==> src/rtl/av2_recon_frame_writer.sv <==
// Reconstruction frame writer: buffers decoder recon writes in a FWFT FIFO and drains them to the
// frame store over valid/ready. Optional pixel checksum enabled by defining AV2_RECON_CHECKSUM_EN.
module av2_recon_frame_writer #(
  parameter int FIFO_DEPTH = 16,
  parameter int ADDR_W     = 32,
  parameter int DATA_W     = 128
) (
  input  logic                          clk,
  input  logic                          rst_n,
  input  logic                          start,
  input  logic [ADDR_W-1:0]             frame_base,
  input  logic [DATA_W-1:0]             recon_data,
  input  logic [ADDR_W-1:0]             recon_addr,
  input  logic                          recon_wr_en,
  input  logic                          tile_done,
  output logic [ADDR_W-1:0]             mem_wr_addr,
  output logic [DATA_W-1:0]             mem_wr_data,
  output logic                          mem_wr_valid,
  input  logic                          mem_wr_ready,
  output logic [$clog2(FIFO_DEPTH):0]   fifo_level,
  output logic                          overflow,
  output logic [15:0]                   write_count,
  output logic                          frame_done,
  output logic [31:0]                   checksum
);

  localparam int PTR_W = $clog2(FIFO_DEPTH);
  localparam int LVL_W = PTR_W + 1;

  localparam logic [1:0] IDLE   = 2'd0;
  localparam logic [1:0] ACTIVE = 2'd1;
  localparam logic [1:0] DRAIN  = 2'd2;
  localparam logic [1:0] DONE   = 2'd3;

  function automatic logic [15:0] sat_inc16(input logic [15:0] v);
    return (v == 16'hFFFF) ? v : v + 16'd1;
  endfunction

  logic [1:0]        state, state_nxt;
  logic [ADDR_W-1:0] base_q;
  logic [PTR_W-1:0]  rd_ptr, wr_ptr;
  logic [LVL_W-1:0]  level, level_nxt;
  logic              empty, full, pop, push_req, push;
  logic [ADDR_W-1:0] addr_sum_p0, push_addr_p0;

  logic [ADDR_W-1:0] addr_mem [FIFO_DEPTH];
  logic [DATA_W-1:0] data_mem [FIFO_DEPTH];

  assign empty    = (level == '0);
  assign full     = (level == LVL_W'(FIFO_DEPTH));
  assign pop      = !empty && mem_wr_ready;
  // A write in the start cycle belongs to the discarded frame.
  assign push_req = recon_wr_en && !start && (state == ACTIVE || state == DRAIN);
  assign push     = push_req && (!full || pop);

  assign addr_sum_p0  = base_q + recon_addr;
  assign push_addr_p0 = {addr_sum_p0[ADDR_W-1:4], 4'b0000};

  always_comb begin
    level_nxt = level;
    case ({push, pop})
      2'b10:   level_nxt = level + 1'b1;
      2'b01:   level_nxt = level - 1'b1;
      default: level_nxt = level;
    endcase
  end

  // DRAIN ends on the cycle whose pop leaves the FIFO empty, so frame_done follows the last beat.
  always_comb begin
    state_nxt = state;
    case (state)
      IDLE:    state_nxt = IDLE;
      ACTIVE:  if (tile_done) state_nxt = DRAIN;
      DRAIN:   if (level_nxt == '0) state_nxt = DONE;
      DONE:    state_nxt = IDLE;
      default: state_nxt = IDLE;
    endcase
    if (start) state_nxt = ACTIVE;
  end

  always_ff @(posedge clk or negedge rst_n) begin
    if (!rst_n) begin
      state       <= IDLE;
      base_q      <= '0;
      rd_ptr      <= '0;
      wr_ptr      <= '0;
      level       <= '0;
      overflow    <= 1'b0;
      write_count <= '0;
    end else begin
      state <= state_nxt;
      if (start) begin
        base_q      <= frame_base;
        rd_ptr      <= '0;
        wr_ptr      <= '0;
        level       <= '0;
        overflow    <= 1'b0;
        write_count <= '0;
      end else begin
        if (push) wr_ptr <= wr_ptr + 1'b1;
        if (pop)  rd_ptr <= rd_ptr + 1'b1;
        level <= level_nxt;
        if (push_req && !push) overflow <= 1'b1;
        if (push) write_count <= sat_inc16(write_count);
      end
    end
  end

  // ---- storage stage: entries carry no reset, outputs are masked while empty ----
  always_ff @(posedge clk) begin
    if (push) begin
      addr_mem[wr_ptr] <= push_addr_p0;
      data_mem[wr_ptr] <= recon_data;
    end
  end

  assign mem_wr_valid = !empty;
  assign mem_wr_addr  = empty ? '0 : addr_mem[rd_ptr];
  assign mem_wr_data  = empty ? '0 : data_mem[rd_ptr];
  assign fifo_level   = level;
  assign frame_done   = (state == DONE);

`ifdef AV2_RECON_CHECKSUM_EN
  function automatic logic [31:0] byte_sum(input logic [DATA_W-1:0] w);
    logic [31:0] s;
    s = '0;
    for (int j = 0; j < DATA_W / 8; j++) s = s + {24'd0, w[j*8 +: 8]};
    return s;
  endfunction

  logic [31:0] checksum_q;

  always_ff @(posedge clk or negedge rst_n) begin
    if (!rst_n)     checksum_q <= '0;
    else if (start) checksum_q <= '0;
    else if (push)  checksum_q <= checksum_q + byte_sum(recon_data);
  end

  assign checksum = checksum_q;
`else
  assign checksum = 32'h0;
`endif

endmodule

==> config.mk <==
export PLATFORM = sky130hd
export DESIGN_NAME = av2_recon_frame_writer
export DESIGN_NICKNAME = d
export VERILOG_FILES = /design/src/rtl/av2_recon_frame_writer.sv
export SDC_FILE = /design/constraint.sdc
export NUM_CORES = 2
export LEC_CHECK = 0
export CAP_MARGIN = 0
export CELL_PAD_IN_SITES_DETAIL_PLACEMENT = 2
export CELL_PAD_IN_SITES_GLOBAL_PLACEMENT = 2
export CORE_ASPECT_RATIO = 0.7
export CORE_MARGIN = 3
export CORE_UTILIZATION = 53
export DETAILED_ROUTE_END_ITERATION = 10
export HOLD_SLACK_MARGIN = 0.08
export PLACE_DENSITY = 0.83
export SETUP_SLACK_MARGIN = 0.2
export SYNTH_ARGS = -nofsm -noshare
export SYNTH_HDL_FRONTEND = slang
export SYNTH_SLANG_ARGS = --single-unit
==> constraint.sdc <==
create_clock -name clk -period 8.7 [get_ports clk]
set_input_delay 0.87 -clock clk [delete_from_list [all_inputs] [get_ports clk]]
set_output_delay 0.87 -clock clk [all_outputs]
set_load 0.005 [all_outputs]
==> summary.md, run 1 <==
| Metric | Value |
|---|---|
| Status | `stopped before the end` |
| Stage reached | `detailed placement` |
| Error | `[ERROR DPL-0033] detailed placement checks failed during check placement.` |
| Post-synth EDFFs | `between 2000 and 2500` |
| Share of the synthesized area in the top cell type | `about three quarters` |
| Die height | `368.4 um` |
| Post-synthesis cell type count | `62` |
| Post-Synthesis Cells | `4167` |
| Register area share after synthesis | `around 77%` |
| Ys async rst share | `~2.5%` |
| I/O Buffers | `377` |
| I/O pins | `slightly above 400` |
| Row count | `132` |
| Dominant register cell in the synthesized netlist | `edfxtp_1` |
| Mean area per synthesized cell | `between 20 and 25 um^2` |
| Cell taking the most area after synthesis | `edfxtp_1` |
| Synth Cell Area | `99410 um^2` |
| Area contributors post-synth | `edfxtp_1, mux4_2, dfrtp_1, and2_1, ha_1` |
| Starting Density | `53.55%` |
| Post-DP HPWL | `a little under 200 mm` |
| Synth warn | `0` |
| GPL Wtd Cong | `0.7434` |
| Synth Register Bits | `approximately 2600` |
| Die W | `about 520 um` |
-- Yosys cell counts (5+ instances only) --
cell and n:
inv_1 12, nand2_1 33, edfxtp_1 2496, o21a_1 6
mux4_2 780, nand3_1 14, and2_1 174, a21oi_1 32
buf_1 16, o21ai_0 21, buf_4 37, mux2_2 32
xnor2_1 19, a211oi_1 6, xor2_1 26, clkbuf_1 117
a21o_1 8, nand4_1 14, nor3_1 9, buf_2 60
and4_1 7, ha_1 43, buf_6 17, o21ai_1 6
mux2i_1 5, nor2_1 51, dfrtp_1 64
-- kinds of logic after synthesis --
family,count (synthesis),synth area share [%]
simple gates,329,1.887
compound gates,111,0.7300
flops,2560,77.01
xor+xnor,45,0.3965
fa+ha+maj,44,0.5613
mux,818,18.09
other cells,1,0.003772
buf+inv,259,1.322
-- metrics by stage --
stage / worst slack (ns) / area [um^2] / hold slack [ns] / std cells
floorplan: 2.599 / 99540 / 0.4811 / 4202
global placement: 3.780 / 106000 / 0.4968 / 6879
==> run 2, diff against run 1 <==
- CELL_PAD_IN_SITES_DETAIL_PLACEMENT: 2 -> default
- CELL_PAD_IN_SITES_GLOBAL_PLACEMENT: 2 -> default
- CORE_ASPECT_RATIO: 0.7 -> default
- CORE_UTILIZATION: 53 -> 40
- HOLD_SLACK_MARGIN: 0.08 -> default
- PLACE_DENSITY: 0.83 -> default
- PLACE_DENSITY_LB_ADDON: default -> 0.15
- SETUP_SLACK_MARGIN: 0.2 -> default
==> run 2 against run 1 <==
Against the previous run:
- the flow now finishes without violations
- synthesized cell count did not move
- area after synthesis did not move
==> summary.md, run 2 <==
| Metric | Value |
|---|---|
| First-pass GRT wire length | `around 350 mm` |
| Vias in the first global route | `slightly below 50000` |
| Total GRT Usage | `around 19%` |
| PD cells | `~270 nW/um^2` |
| Die height | `between 500 and 600 um` |
| Clk_skew | `0.05848 ns` |
| Top sig layer | `met5` |
| # H-tree levels | `5` |
| Setup Buffers After CTS | `0` |
| Total congestion overflow | `0` |
| I/O Buffers | `roughly 380` |
| Wl on met1 | `approximately 110 mm` |
| Setup WS pre-CTS | `approximately 3.9 ns` |
| Min-Delay Path Class | `in -> async` |
| Peak supply drop | `about 0.26 mV` |
| DR iter-0 viols | `just over 4000` |
| Post-Synthesis Cells | `4167` |
| Share of the synthesized area in the top cell type | `between 70 and 80%` |
| Max reg flops | `between 2000 and 2500` |
| Clk slew on worst S/H paths | `around 0.060 ns` |
| Fmax | `0.1816 GHz` |
| Worst-case clock buffer depth | `4` |
| Largest net degree at the start of global routing | `roughly 140` |
| Leading cell type by number of instances after synthesis | `edfxtp_1` |
| Final instance area | `about 120000 um^2` |
| Critical Path RT | `~8 ns` |
| Max-capacitance violation count | `0` |
| GPL Wtd Cong | `between 0.7 and 0.8` |
| Register area share after synthesis | `between 70% and 80%` |
| Starting Density | `approximately two fifths` |
| Placed insts | `just under 8000` |
| Post-synthesis cell type count | `62` |
| Ys async rst share | `2.500%` |
| Cell taking the most area after synthesis | `edfxtp_1` |
| Leakage power figure | `0.03537 uW` |
| Via Count | `45710` |
| Net Sw Power | `around 8000 uW` |
| Synth warn | `0` |
| Row count | `~180` |
| Clock Latency Late Sink | `slightly above 0.9 ns` |
| Final Hold Vio Count | `0` |
| Pin slew with the least headroom to its limit | `~1.3 ns` |
| Dominant register cell in the synthesized netlist | `edfxtp_1` |
| Crit path DAT | `between 4 and 5 ns` |
| Reg power frac | `44.3%` |
| Filler cells | `between 20000 and 25000` |
| Drt wl/cell | `approximately 30 um` |
| Status | `complete, no violations` |
| DP Area | `107200 um^2` |
| Die ar. | `254600 um^2` |
| Synth Cell Area | `about 99000 um^2` |
| I/O pins | `414` |
| Fin cells | `8242` |
| Most frequent cells after synthesis | `edfxtp_1, mux4_2, and2_1, clkbuf_1, dfrtp_1` |
| Setup crit end kind | `primary output` |
| First-pass iteration count of the detailed router | `5` |
| Synth Register Bits | `approximately 2600` |
| Cts hold-fix bufs | `0` |
| Layout area overhead | `16.85%` |
| Hold slack | `0.2002 ns` |
| Post-CTS Resized | `0` |
| Flop-to-flop setup slack | `~4.4 ns` |
| Routed length on met3 | `approximately 14 mm` |
| Clock root cell | `clkbuf_16` |
| Post-synth EDFFs | `2496` |
| Critical-path maximum fanout | `approximately 100` |
| Most frequent cells in the layout | `edfxtp_1, mux4_2, clkdlybuf4s50_1` |
| Max Slew Vio Count | `0` |
| Share of layout cells above drive strength 1 | `about a quarter` |
| Cell internal pwr | `around 24000 uW` |
| TritonCTS clock tree | `yes` |
| Setup ws final | `3.193 ns` |
| Setup violators final | `0` |
| Initial antenna violation count | `46` |
| Biggest register | `data_mem` |
| Sink Count | `2560` |
| CTS Buf Count | `between 200 and 300` |
| Antenna Nets Post-Route | `0` |
| Critical path startpoint category | `flip-flop` |
| Max transition margin | `a little under an eighth` |
| Critical path class | `reg -> out` |
| Tcrit/Tclk final | `63.29%` |
| Largest registers | `data_mem: 2048 flops, addr_mem: 448 flops, base_q: 32 flops` |
| Core ar. | `about 250000 um^2` |
| RSZ-0062 raised after global routing | `no` |
| Total routed wirelength | `~240 mm` |
| Setup TNS | `0 ns` |
| Clk pwr share | `36.3%` |
| Die W | `a little over 500 um` |
| Commonest non-fill, non-tap cell in the layout | `edfxtp_1` |
| Met2 wire length | `116.4 mm` |
| Post-DP HPWL | `roughly 120 mm` |
| Switching Share | `between 20% and 30%` |
| Final min period | `5.507 ns` |
| Mean area per synthesized cell | `23.86 um^2` |
| # DRC | `0` |
| Area contributors post-synth | `edfxtp_1, mux4_2, dfrtp_1, and2_1, ha_1` |
| Final #Nets | `slightly below 5000` |
| Comb power frac | `roughly 19%` |
| Routed vias/inst | `between 5 and 6` |
run 2: worst max-delay path, cell delays in order (launching register included):
cell,delay [ns]
dfrtp_4,1.02
buf_12,0.55
mux4_2,0.62
mux4_2,0.48
and2_1,0.25
clkdlybuf4s50_1,0.48
run 2: cell type report:
cell class	count	area (um^2)	share of cell area, %
Clock buffer	374	7870	6.775
Timing Repair Buffer	455	4700	4.046
Clock inverter	131	1046	0.9005
Antenna cell	15	37.54	0.03231
Tap cell	3312	4144	3.567
Inverter	12	45.04	0.03878
Sequential cell	2560	76570	65.92
Multi-Input combinational cell	1383	21750	18.72
run 2: path summary, 6_finish.rpt:
check | cells after the start | end | startpoint
setup / recovery | 5 | mem_wr_data[9] | rd_ptr[0]$_DFFE_PN0P_
hold / removal | 2 | base_q[31]$_DFFE_PN0P_ | rst_n
setup reg to reg | 12 | state[1]$_DFFE_PN0P_ | fifo_level[0]$_DFF_PN0_
hold reg to reg | 1 | overflow$_DFFE_PN0P_ | overflow$_DFFE_PN0P_
max in group asynchronous | 2 | rd_ptr[3]$_DFFE_PN0P_ | rst_n
min in group clk | 1 | overflow$_DFFE_PN0P_ | overflow$_DFFE_PN0P_
run 2: metal layers:
layer | vias to the layer above | GRT usage [%]
li1 | 18830 | -
met1 | 25110 | 27.97
met2 | 1345 | 30.14
met3 | 400 | 3.421
met4 | 22 | 5.281
met5 | - | 0
run 2: cell families after synthesis:
logic type      Yosys count  synth area share, %
buf+inv                 259                1.322
fa+ha+maj                44               0.5613
xor+xnor                 45               0.3965
mux                     818                18.09
other cells               1             0.003772
compound gates          111               0.7300
simple gates            329                1.887
flops                  2560                77.01
run 2: stage by stage:
step | power (uW) | utilization [%]
detailed placement | 20700 | 43.47
global placement | 20690 | 43.47
CTS | 32320 | 47.09
floorplan | 17480 | -
global route | 33140 | 47.09
finish | 31810 | 47.10
run 2: power groups by stage:
| stage | Sequential, uW | Combinational (uW) | Clock, uW |
|---|---|---|---|
| floorplan | 14300 | 3160 | 0 |
| global placement | 14400 | 6330 | 0 |
| detailed placement | 14400 | 6340 | 0 |
| CTS | 14100 | 6360 | 11800 |
| global route | 14100 | 6650 | 12400 |
| finish | 14100 | 6170 | 11500 |
(Power assumes the default switching activity.)
